File: src/rtl/sdram_tg_pkg.sv
// Shared types and helpers for the SDRAM traffic generator.
// State/pattern enums, mode encodings and the Galois LFSR step.
package sdram_tg_pkg;

  typedef enum logic [2:0] {
    S_IDLE,
    S_WR_REQ,
    S_WR_ACK,
    S_RD_REQ,
    S_RD_ACK,
    S_DONE
  } state_e;

  typedef enum logic [1:0] {
    PAT_ADDR,
    PAT_INV,
    PAT_WALK,
    PAT_LFSR
  } pattern_e;

  localparam logic MODE_INTERLEAVED = 1'b0;
  localparam logic MODE_SEQUENTIAL  = 1'b1;

  // Right-shifting Galois step; state is zero-extended above width.
  function automatic logic [63:0] lfsr_next(
    input logic [63:0] s,
    input int unsigned width
  );
    logic [63:0] taps;
    logic [63:0] n;
    unique case (width)
      16:      taps = 64'h0000_0000_0000_B400;
      64:      taps = 64'hD800_0000_0000_0000;
      default: taps = 64'h0000_0000_8020_0003;
    endcase
    n = s >> 1;
    if (s[0]) n = n ^ taps;
    return n;
  endfunction

endpackage

File: src/rtl/sdram_tg_patgen.sv
// Data pattern generator: maps word index, address and LFSR
// state onto the selected test pattern.
import sdram_tg_pkg::*;

module sdram_tg_patgen #(
  parameter int ADDR_W  = 32,
  parameter int DATA_W  = 32,
  parameter int COUNT_W = 16
) (
  input  logic [COUNT_W-1:0] idx_i,
  input  logic [ADDR_W-1:0]  addr_i,
  input  logic [DATA_W-1:0]  lfsr_i,
  input  pattern_e           pattern_i,
  output logic [DATA_W-1:0]  data_o
);

  localparam logic [COUNT_W-1:0] DW = COUNT_W'(DATA_W);

  logic [ADDR_W+DATA_W-1:0] addr_wide;
  logic [DATA_W-1:0]        addr_data;
  logic [DATA_W-1:0]        walk;

  assign addr_wide = {{DATA_W{1'b0}}, addr_i};
  assign addr_data = addr_wide[DATA_W-1:0];
  assign walk      = DATA_W'(1) << (idx_i % DW);

  always_comb begin
    data_o = addr_data;
    unique case (1'b1)
      pattern_i == PAT_ADDR: data_o = addr_data;
      pattern_i == PAT_INV:  data_o = ~addr_data;
      pattern_i == PAT_WALK: data_o = walk;
      pattern_i == PAT_LFSR: data_o = lfsr_i;
      default:               data_o = addr_data;
    endcase
  end

endmodule

File: src/rtl/sdram_traffic_gen.sv
// SDRAM host-port traffic generator and read-back checker.
// Issues write/read runs, compares reads and reports results.
import sdram_tg_pkg::*;

module sdram_traffic_gen #(
  parameter int ADDR_W  = 32,
  parameter int DATA_W  = 32,
  parameter int COUNT_W = 16,
  parameter int ERR_W   = 16,
  parameter int TIMEOUT = 1024
) (
  input  logic                clk_i,
  input  logic                rst_ni,
  input  logic                start_i,
  input  logic                mode_i,
  input  logic [1:0]          pattern_i,
  input  logic [ADDR_W-1:0]   base_i,
  input  logic [COUNT_W-1:0]  count_i,
  input  logic [DATA_W-1:0]   seed_i,
  output logic                busy_o,
  output logic                done_o,
  output logic                pass_o,
  output logic                timeout_o,
  output logic [ERR_W-1:0]    err_count_o,
  output logic [ADDR_W-1:0]   fail_addr_o,
  output logic [DATA_W-1:0]   fail_data_o,
  output logic [ADDR_W-1:0]   core_addr_o,
  output logic [DATA_W-1:0]   core_write_data_o,
  output logic [DATA_W/8-1:0] core_wr_o,
  output logic                core_rd_o,
  input  logic                core_accept_i,
  input  logic                core_ack_i,
  input  logic                core_error_i,
  input  logic [DATA_W-1:0]   core_read_data_i
);

  localparam int BYTES = DATA_W / 8;
  localparam int WD_W  = $clog2(TIMEOUT + 1);
  localparam logic [ADDR_W-1:0] LOW = ADDR_W'(BYTES - 1);
  localparam logic [WD_W-1:0] WD_MAX = WD_W'(TIMEOUT - 1);

  state_e state_q, state_d, wr_next, rd_next;

  logic                mode_q;
  pattern_e            pat_q;
  logic [ADDR_W-1:0]   base_q;
  logic [COUNT_W-1:0]  count_q, idx_q;
  logic [DATA_W-1:0]   seed_q, wlfsr_q, rlfsr_q;
  logic [WD_W-1:0]     wd_q;
  logic [ERR_W-1:0]    err_q;
  logic                failed_q, timeout_q;
  logic [ADDR_W-1:0]   fail_addr_q, addr_q;
  logic [DATA_W-1:0]   fail_data_q, wdata_q;
  logic [BYTES-1:0]    wr_q;
  logic                rd_q;

  logic [ADDR_W-1:0]   cur_addr;
  logic [DATA_W-1:0]   wdata, exp_data, seed_eff;
  logic                in_req, in_ack, in_wr, req_q;
  logic                start_ok, issue, acc_ev, ack_ev;
  logic                wr_done, rd_done, last, to_hit;
  logic                err_ev, wd_clr;

  assign seed_eff = (seed_i == '0) ? '1 : seed_i;
  assign cur_addr = base_q + ADDR_W'(idx_q) * ADDR_W'(BYTES);

  assign in_req = (state_q == S_WR_REQ) || (state_q == S_RD_REQ);
  assign in_ack = (state_q == S_WR_ACK) || (state_q == S_RD_ACK);
  assign in_wr  = (state_q == S_WR_REQ) || (state_q == S_WR_ACK);
  assign req_q  = rd_q || (wr_q != '0);

  assign start_ok = start_i &&
    ((state_q == S_IDLE) || (state_q == S_DONE));
  assign issue   = in_req && !req_q;
  assign acc_ev  = in_req && req_q && core_accept_i;
  assign ack_ev  = (acc_ev && core_ack_i) || (in_ack && core_ack_i);
  assign wr_done = ack_ev && in_wr;
  assign rd_done = ack_ev && !in_wr;
  assign last    = idx_q == count_q - COUNT_W'(1);
  // Progress in the same cycle wins over the watchdog.
  assign to_hit  = (in_req || in_ack) && (wd_q == WD_MAX) &&
                   !acc_ev && !ack_ev;
  assign err_ev  = (wr_done && core_error_i) ||
    (rd_done && (core_error_i || core_read_data_i != exp_data));
  assign wd_clr  = (state_d != state_q) || acc_ev || ack_ev;

  sdram_tg_patgen #(
    .ADDR_W (ADDR_W),
    .DATA_W (DATA_W),
    .COUNT_W(COUNT_W)
  ) u_wr_pat (
    .idx_i    (idx_q),
    .addr_i   (cur_addr),
    .lfsr_i   (wlfsr_q),
    .pattern_i(pat_q),
    .data_o   (wdata)
  );

  sdram_tg_patgen #(
    .ADDR_W (ADDR_W),
    .DATA_W (DATA_W),
    .COUNT_W(COUNT_W)
  ) u_exp_pat (
    .idx_i    (idx_q),
    .addr_i   (cur_addr),
    .lfsr_i   (rlfsr_q),
    .pattern_i(pat_q),
    .data_o   (exp_data)
  );

  always_ff @(posedge clk_i or negedge rst_ni) begin
    if (!rst_ni) state_q <= S_IDLE;
    else         state_q <= state_d;
  end

  always_comb begin
    wr_next = (mode_q == MODE_SEQUENTIAL && !last) ? S_WR_REQ : S_RD_REQ;
    rd_next = last ? S_DONE :
      ((mode_q == MODE_SEQUENTIAL) ? S_RD_REQ : S_WR_REQ);
    state_d = state_q;
    unique case (state_q)
      S_IDLE, S_DONE:
        if (start_i) state_d = (count_i == '0) ? S_DONE : S_WR_REQ;
      S_WR_REQ:
        if (acc_ev) state_d = core_ack_i ? wr_next : S_WR_ACK;
      S_WR_ACK:
        if (ack_ev) state_d = wr_next;
      S_RD_REQ:
        if (acc_ev) state_d = core_ack_i ? rd_next : S_RD_ACK;
      S_RD_ACK:
        if (ack_ev) state_d = rd_next;
      default: state_d = S_IDLE;
    endcase
    if (to_hit) state_d = S_DONE;
  end

  always_comb begin
    busy_o = in_req || in_ack;
    done_o = state_q == S_DONE;
    pass_o = done_o && (err_q == '0) && !timeout_q;
  end

  always_ff @(posedge clk_i or negedge rst_ni) begin
    if (!rst_ni) begin
      mode_q      <= MODE_INTERLEAVED;
      pat_q       <= PAT_ADDR;
      base_q      <= '0;
      count_q     <= '0;
      idx_q       <= '0;
      seed_q      <= '0;
      wlfsr_q     <= '0;
      rlfsr_q     <= '0;
      wd_q        <= '0;
      err_q       <= '0;
      failed_q    <= 1'b0;
      timeout_q   <= 1'b0;
      fail_addr_q <= '0;
      fail_data_q <= '0;
      addr_q      <= '0;
      wdata_q     <= '0;
      wr_q        <= '0;
      rd_q        <= 1'b0;
    end else begin
      if (wd_clr)      wd_q <= '0;
      else if (busy_o) wd_q <= wd_q + WD_W'(1);
      if (start_ok) begin
        mode_q      <= mode_i;
        pat_q       <= pattern_e'(pattern_i);
        base_q      <= base_i & ~LOW;
        count_q     <= count_i;
        idx_q       <= '0;
        seed_q      <= seed_eff;
        wlfsr_q     <= seed_eff;
        rlfsr_q     <= seed_eff;
        err_q       <= '0;
        failed_q    <= 1'b0;
        timeout_q   <= 1'b0;
        fail_addr_q <= '0;
        fail_data_q <= '0;
      end
      if (issue) begin
        addr_q <= cur_addr;
        if (in_wr) begin
          wr_q    <= '1;
          wdata_q <= wdata;
        end else begin
          rd_q <= 1'b1;
        end
      end
      if (acc_ev) begin
        wr_q <= '0;
        rd_q <= 1'b0;
      end
      if (wr_done) begin
        wlfsr_q <= DATA_W'(lfsr_next(64'(wlfsr_q), DATA_W));
        if (mode_q == MODE_SEQUENTIAL) begin
          // Rewind for the read pass after the last write.
          if (last) begin
            idx_q   <= '0;
            rlfsr_q <= seed_q;
          end else begin
            idx_q <= idx_q + COUNT_W'(1);
          end
        end
      end
      if (rd_done) begin
        rlfsr_q <= DATA_W'(lfsr_next(64'(rlfsr_q), DATA_W));
        idx_q   <= idx_q + COUNT_W'(1);
      end
      if (err_ev) begin
        if (~&err_q) err_q <= err_q + ERR_W'(1);
        if (!failed_q) begin
          failed_q    <= 1'b1;
          fail_addr_q <= cur_addr;
          fail_data_q <= wr_done ? wdata_q : core_read_data_i;
        end
      end
      if (to_hit) begin
        timeout_q <= 1'b1;
        wr_q      <= '0;
        rd_q      <= 1'b0;
      end
    end
  end

  assign timeout_o         = timeout_q;
  assign err_count_o       = err_q;
  assign fail_addr_o       = fail_addr_q;
  assign fail_data_o       = fail_data_q;
  assign core_addr_o       = addr_q;
  assign core_write_data_o = wdata_q;
  assign core_wr_o         = wr_q;
  assign core_rd_o         = rd_q;

endmodule

File: config.mk
export PLATFORM = sky130hd
export DESIGN_NAME = sdram_traffic_gen
export DESIGN_NICKNAME = d
export VERILOG_FILES = /design/src/rtl/sdram_tg_pkg.sv /design/src/rtl/sdram_tg_patgen.sv /design/src/rtl/sdram_traffic_gen.sv
export SDC_FILE = /design/constraint.sdc
export NUM_CORES = 1
export LEC_CHECK = 0
export ABC_AREA = 0
export BUFFER_PORTS_ARGS = -buffer_cell sky130_fd_sc_hd__buf_2
export CAP_MARGIN = 40
export CORE_MARGIN = 2
export CORE_UTILIZATION = 58
export CTS_CLUSTER_DIAMETER = 60
export DETAILED_ROUTE_END_ITERATION = 16
export GPL_ROUTABILITY_DRIVEN = 0
export HOLD_SLACK_MARGIN = 0.15
export PLACE_DENSITY_LB_ADDON = 0.15
export SETUP_SLACK_MARGIN = 0.02
export SKIP_LAST_GASP = 1
export SYNTH_ARGS = -nofsm -noshare
export SYNTH_HDL_FRONTEND = slang
export SYNTH_SLANG_ARGS = --single-unit
File: constraint.sdc
create_clock -name clk_i -period 5.5 [get_ports clk_i]
set_input_delay 0.55 -clock clk_i [delete_from_list [all_inputs] [get_ports clk_i]]
set_output_delay 0.55 -clock clk_i [all_outputs]
set_load 0.02 [all_outputs]
Yosys cells after proc, flatten, opt, wreduce, memory -nomap -nowiden

Index checks and enable logic that the tools add are counted.

Reductions and logical operators: 48
Add/subtract/negate cells: 5
Mux-type cells: 57
Bitwise operators: 3
Equality and inequality tests: 13
Shifts and indexed selects: 1

Operators with widths:

| kind                                                  | number |
|---|---|
| two-way mux 32 bit                                    | 19 |
| one-hot mux 32 bit (3 select lines)                   | 2 |
| two-way mux 16 bit                                    | 8 |
| XOR 31 x 32 -> 32 bit                                 | 2 |
| adder 16 x 1 -> 16 bit, second input constant         | 2 |
| adder 32 x 18 -> 32 bit                               | 1 |
| zero test 16 bit                                      | 2 |
| zero test 32 bit                                      | 1 |
| inequality test 32 bit                                | 1 |
| inverter 32 bit                                       | 1 |
| left shift 1 x 5 -> 32 bit, first input constant      | 1 |
| two-way mux 3 bit                                     | 9 |
| two-way mux 11 bit                                    | 2 |
| equality test 16 bit                                  | 1 |
| logical AND 1 bit                                     | 16 |
| two-way mux 4 bit                                     | 4 |
| AND reduction 16 bit                                  | 1 |
| subtractor 16 x 1 -> 16 bit, second input constant    | 1 |
| one-hot mux 3 bit (5 select lines)                    | 1 |
| adder 11 x 1 -> 11 bit, second input constant         | 1 |
| equality test 11 x 10 -> 1 bit, second input constant | 1 |
| logical OR 1 bit                                      | 11 |
| two-way mux 1 bit                                     | 9 |
| equality test 3 x 2 -> 1 bit, second input constant   | 2 |
| 14 further kinds                                      | 28 |

Logic and storage cells: 146
Bits in registers: 326
Input bits: 121

Logic depth before layout (Yosys ltp)

Word-level depth: 13
Gate-level depth with buffers: 18

Hierarchy

From an unflattened synthesis, not the netlist that was laid out.

Cells, all modules: 2019
Area total of the unflattened synthesis: 17845.9 sq um

By module, submodules not included:

| module            | instances | cells an instance | seq. area each (sq um) | area each (sq um) |
|---|---|---|---|---|
| sdram_traffic_gen | 1         | 1639              | 8032.7                 | 15733.8 |
| sdram_tg_patgen   | 2         | 190               | 0.0                    | 1056.0 |

Least setup slack after synthesis

OpenSTA, ideal clock, no wires.

Path kind: reg-to-reg
From: register idx_q[1]
To: register fail_addr_q[9], in the netlist fail_addr_o[9]
Clock period less this slack: 4.051 ns
Arrival time: 3.972 ns
Cell stages (with the launch flop): 17
Library setup time: 0.079 ns
Setup slack: 1.449 ns
Cell sequence: dfrtp_1 ha_1 a211o_1 a21oi_4 o31ai_4 a221o_1 a2111oi_4 mux2i_1 a311oi_1 a2111oi_0 nand4_1 or2_1 buf_6 nand3b_4 buf_12 buf_12 mux2i_1

Cells in the longest elaborated chain, start to end: 8
Elaborated cells on any way between the ends: 10

RTL lines:

| item                                | RTL line                 | text |
|---|---|---|
| start, declared                     | sdram_traffic_gen.sv:47  | `logic [COUNT_W-1:0] count_q, idx_q;` |
| start signal, assigned              | sdram_traffic_gen.sv:202 | `idx_q <= idx_q + COUNT_W'(1);` |
| start signal, assigned              | sdram_traffic_gen.sv:208 | `idx_q <= idx_q + COUNT_W'(1);` |
| adder 32 x 18 -> 32 bit             | sdram_traffic_gen.sv:65  | `assign cur_addr = base_q + ADDR_W'(idx_q) * ADDR_W'(BYTES);` |
| inverter 32 bit                     | sdram_tg_patgen.sv:31    | `pattern_i == PAT_INV: data_o = ~addr_data;` |
| one-hot mux 32 bit (3 select lines) | sdram_tg_patgen.sv:29    | `unique case (1'b1)` |
| inequality test 32 bit              | sdram_traffic_gen.sv:84  | `(rd_done && (core_error_i \|\| core_read_data_i != exp_data));` |
| logical OR 1 bit                    | sdram_traffic_gen.sv:84  |  |
| logical AND 1 bit                   | sdram_traffic_gen.sv:84  |  |
| logical OR 1 bit                    | sdram_traffic_gen.sv:83  | `assign err_ev = (wr_done && core_error_i) \|\|` |
| two-way mux 32 bit (*)              | sdram_traffic_gen.sv:210 | `if (err_ev) begin` |
| end signal, assigned                | sdram_traffic_gen.sv:214 | `fail_addr_q <= cur_addr;` |
| end, declared                       | sdram_traffic_gen.sv:52  | `logic [ADDR_W-1:0] fail_addr_q, addr_q;` |

Every way passes the cells marked *; elsewhere a longest branch is shown, timed or not.
A chain may end at the register's enable or synchronous reset.

Final worst setup path

From: register idx_q[4]
To: register err_q[0], in the netlist err_count_o[0]

Cells in the longest elaborated chain, start to end: 8
Elaborated cells on any way between the ends: 9

RTL lines:

| item                                    | RTL line                 | text |
|---|---|---|
| adder 32 x 18 -> 32 bit                 | sdram_traffic_gen.sv:65  |  |
| inverter 32 bit                         | sdram_tg_patgen.sv:31    |  |
| one-hot mux 32 bit (3 select lines) (*) | sdram_tg_patgen.sv:29    |  |
| inequality test 32 bit (*)              | sdram_traffic_gen.sv:84  |  |
| logical OR 1 bit (*)                    | sdram_traffic_gen.sv:84  |  |
| logical AND 1 bit (*)                   | sdram_traffic_gen.sv:84  |  |
| logical OR 1 bit (*)                    | sdram_traffic_gen.sv:83  |  |
| two-way mux 16 bit (*)                  | sdram_traffic_gen.sv:210 |  |
| end signal, assigned                    | sdram_traffic_gen.sv:211 | `if (~&err_q) err_q <= err_q + ERR_W'(1);` |
| end, declared                           | sdram_traffic_gen.sv:50  | `logic [ERR_W-1:0] err_q;` |

Marked as above.

==> run_results.csv <==
group,metric,value,unit
global_routing,grt_usage,0.341,
clocking,clock_sinks,321,
clocking,cts_max_level,2,
setup_path,crit_chain,"ha_1, a21o_4, a221oi_4, o21ai_1, a31oi_2, xor2_1, o221ai_1, a2111oi_0, and4_1, nand4_1, or2_1, buf_4, a21oi_2, mux2_2",
place,place_ws,601,ps
final_layout,final_area,21600,µm²
synthesis,yosysUniqueCellTypes,95,
timing,fin_crit,5100,ps
detailed_routing,post_drt_wl_per_cell,21.2,µm
synthesis,netlist.area_leader.share,0.428,
detailed_routing,firstDrtPassIters,7,
pwr,intPower,7.26,mW
die,ioPinCount,274,
clocking,cts_buffers,37,
pwr,vdd_drop_max,0.000366,V
setup_path,setup.worst_path.class,"reg2reg",
pwr,totalPowerFinal,13.3,mW
final_layout,diodes,0,
timing,worst_slew_pin_slew,1010,ps
global_routing,grt_pass1_vias,15900,
synthesis,synth_mux_area_frac,0.0649,
synthesis,synth_flop_cell,"dfrtp_1",
job,cap_violations,0,
setup_path,crit_family,"compound AO/OA/AOI/OAI gates",
detailed_routing,route.detailed.drc,0,
pwr,swShare,0.453,
clocking,clk_latency,530,ps
synthesis,async_flop_share,1.00,
synthesis,synth-edff-count,0,
detailed_routing,vias_per_cell,6.39,
setup_path,crit_buf_inv,1,
timing,final.period_utilization,0.927,
timing,max_freq,196,MHz
setup_path,end_kind,"flop",
detailed_routing,vias,17500,
global_routing,grt_overflow_total,0,
clocking,path_clk_slew,60,ps
timing,skew,20.9,ps
synthesis,syn-cell-area,18800,µm²
place,port_buffers,269,
pwr,pwr-share-comb,0.479,
synthesis,synth_xor_area_frac,0.0591,
hold_path,hp-class,"in2reg",
detailed_routing,drtIter0Drc,2254,
timing,max-slew-margin-rel,0.321,
final_layout,fin_util,0.680,
final_layout,drive_gt1_frac,0.175,
clocking,cts_tree,"built",
timing,fin_setup_tns,0,ps
setup_path,cpMaxStageDelayCell,"dfrtp_1",
synthesis,synth-adder-area-share,0.0189,
timing,final.setup.worst_slack,401,ps
synthesis,synth_cells,2122,
synthesis,synth_top_family_by_area,"simple AND/OR/NAND/NOR gates",
clocking,root_buffer,"clkbuf_16",
setup_path,critical_path_required,5960,ps
detailed_routing,routed_wl,58000,µm
timing,rsz0062_at_grt,"false",
synthesis,yosys-top-cells-area,"dfrtp_1 43%, nand2_1 8.4%, mux2i_1 6.2%",
die,initial_core_util,0.592,
pwr,leakage,10.4,nW
pwr,powerDensity,614,nW/µm²
synthesis,synth_area_per_cell,8.85,µm²
setup_path,cpPeakStageDelay,620,ps
place,dpl_cell_area,20300,µm²
synthesis,synth-compound-area-share,0.174,
timing,fin_hold_ws,228,ps
detailed_routing,ant_nets,0,
synthesis,yosys.area.top_type,"dfrtp_1",
final_layout,area_growth,15.0,%
setup_path,crit_arrival,5560,ps
pwr,p_clk_frac,0.194,
setup_path,start_kind,"flop",
timing,finalHoldViolations,0,
die,die_w,184,µm
pwr,seqPwrFrac,0.327,
final_layout,nets,2462,
place,dp.cells,2676,
global_routing,grt_antenna_before_repair,2,
die,rows,65,
die,die_height,184,µm
synthesis,ys_ff_latch,321,
clocking,clockBufferDepth,3,
run_status,status,"finished, final reports clean",
final_layout,final_cells,2743,
synthesis,seq_area_frac_synth,0.428,
place,hpwl,42100,µm
timing,setup_viol,0,
setup_path,crit_fanout,15,
die,core_area,31700,µm²
die,design.die.area,33800,µm²
timing,slew_viol_final,0,
synthesis,yosys.area_share.simple,0.211,
pwr,p_sw,6.00,mW
global_routing,grt_pass1_wl,89900,µm
clocking,cts_resized,0,
synthesis,yosysWarnings,0,
global_routing,grt_max_degree,133,
cells in the mapped netlist, types with 6 or more instances:
| cell | n |
|---|---|
| nor4_1 | 25 |
| o21ai_0 | 131 |
| o21a_1 | 6 |
| o22ai_1 | 33 |
| a22oi_1 | 13 |
| nand4_1 | 23 |
| buf_12 | 6 |
| xor2_1 | 46 |
| o211ai_1 | 9 |
| nand2_1 | 420 |
| a21o_1 | 14 |
| dfrtp_1 | 321 |
| a221oi_1 | 13 |
| nor3_1 | 35 |
| ha_1 | 26 |
| and3_1 | 28 |
| o22a_1 | 29 |
| a211oi_1 | 15 |
| nand3_1 | 82 |
| xnor2_1 | 55 |
| clkbuf_1 | 103 |
| a31oi_1 | 15 |
| a211o_1 | 6 |
| and4_1 | 6 |
| and2_1 | 15 |
| inv_1 | 21 |
| or3_1 | 10 |
| a21oi_1 | 120 |
| buf_2 | 21 |
| xnor3_1 | 10 |
| buf_1 | 13 |
| o21ai_1 | 7 |
| mux2i_1 | 116 |
| nand2b_1 | 9 |
| buf_4 | 8 |
| nor2b_1 | 14 |
| or2_2 | 8 |
| nor2_1 | 168 |
state kept, by name, indices dropped and copies added (netlist names), 16 cells and up:
name / count
core_write_data_o: 32
fail_addr_o: 32
fail_data_o: 32
rlfsr_q: 32
seed_q: 32
wlfsr_q: 32
base_q: 30
core_addr_o: 30
count_q: 16
err_count_o: 16
idx_q: 16
final cells by class:
class                   count  area [µm²]
clock buffers              50        1100
repair buffers            305        1730
flip-flops and latches    321        8030
fillers                  2608       10100
well taps                 402         503
multi-input cells        1627        9950
clock inverters            16         184
inverters                  22        82.6
tightest hold or removal path, cell delays in order:
cell	delay, ps
buf_2	80
nand2_1	40
nand2_1	50
kinds of logic (layout without fill, tap and decap cells):
kind of cell | Yosys count | after routing
compound gates | 491 | 491
xor+xnor | 111 | 111
fa+ha+maj | 28 | 28
buf+inv | 175 | 393
flops | 321 | 321
mux | 121 | 121
other cells | 1 | 2
simple gates | 874 | 874
worst paths after layout:
path / startpoint / end / slack [ps] / depth (start not counted)
max: idx_q[4] / err_count_o[0] / 400 / 14
min: base_i[5] / base_q[5] / 230 / 3
max reg2reg: idx_q[4] / err_count_o[0] / 400 / 14
min reg2reg: core_addr_o[9] / core_addr_o[9] / 470 / 2
max in group asynchronous: rst_ni / count_q[14] / 3640 / 3
min in group asynchronous: rst_ni / fail_addr_o[8] / 660 / 2
layer usage:
layer | GRT usage | routed length [µm] | vias up
met4 | 0.116 | 2190 | 2
met2 | 0.503 | 25100 | 1023
met5 | 0 | 9 | -
met3 | 0.0578 | 6160 | 158
li1 | - | - | 7922
met1 | 0.509 | 24500 | 8416
power groups by stage:
stage	logic (mW)	registers (mW)	clock network [mW]
final	6.35	4.34	2.57
after global routing	6.87	4.43	2.68
after CTS	6.23	4.28	2.59
after detailed placement	6.19	4.32	0
after global placement	5.95	4.28	0
after floorplan	4.17	4.35	0
placed cells by master, fill, tap and decap left out, types with 14 or more instances in the layout:
cell type and n:
buf_2 268, nand3_1 82, ha_1 26, nor3_1 35, clkbuf_16 39, nor2_1 165
nand4_1 23, xor2_1 46, nand2_1 419, nor2b_1 14, a21o_1 14, nor4_1 25
a31oi_1 15, o21ai_0 131, and2_1 15, a21oi_1 120, and3_1 28, a211oi_1 15
o22a_1 29, buf_4 27, xnor2_1 55, o22ai_1 33, dfrtp_1 320, mux2i_1 116
inv_1 21
timing repair:
action / CTS / global route
buffers inserted: 0 / 0
hold buffers: 1 / 0
endpoints found under the hold margin: 92 / 0
Power figures use the tool's default switching activity.
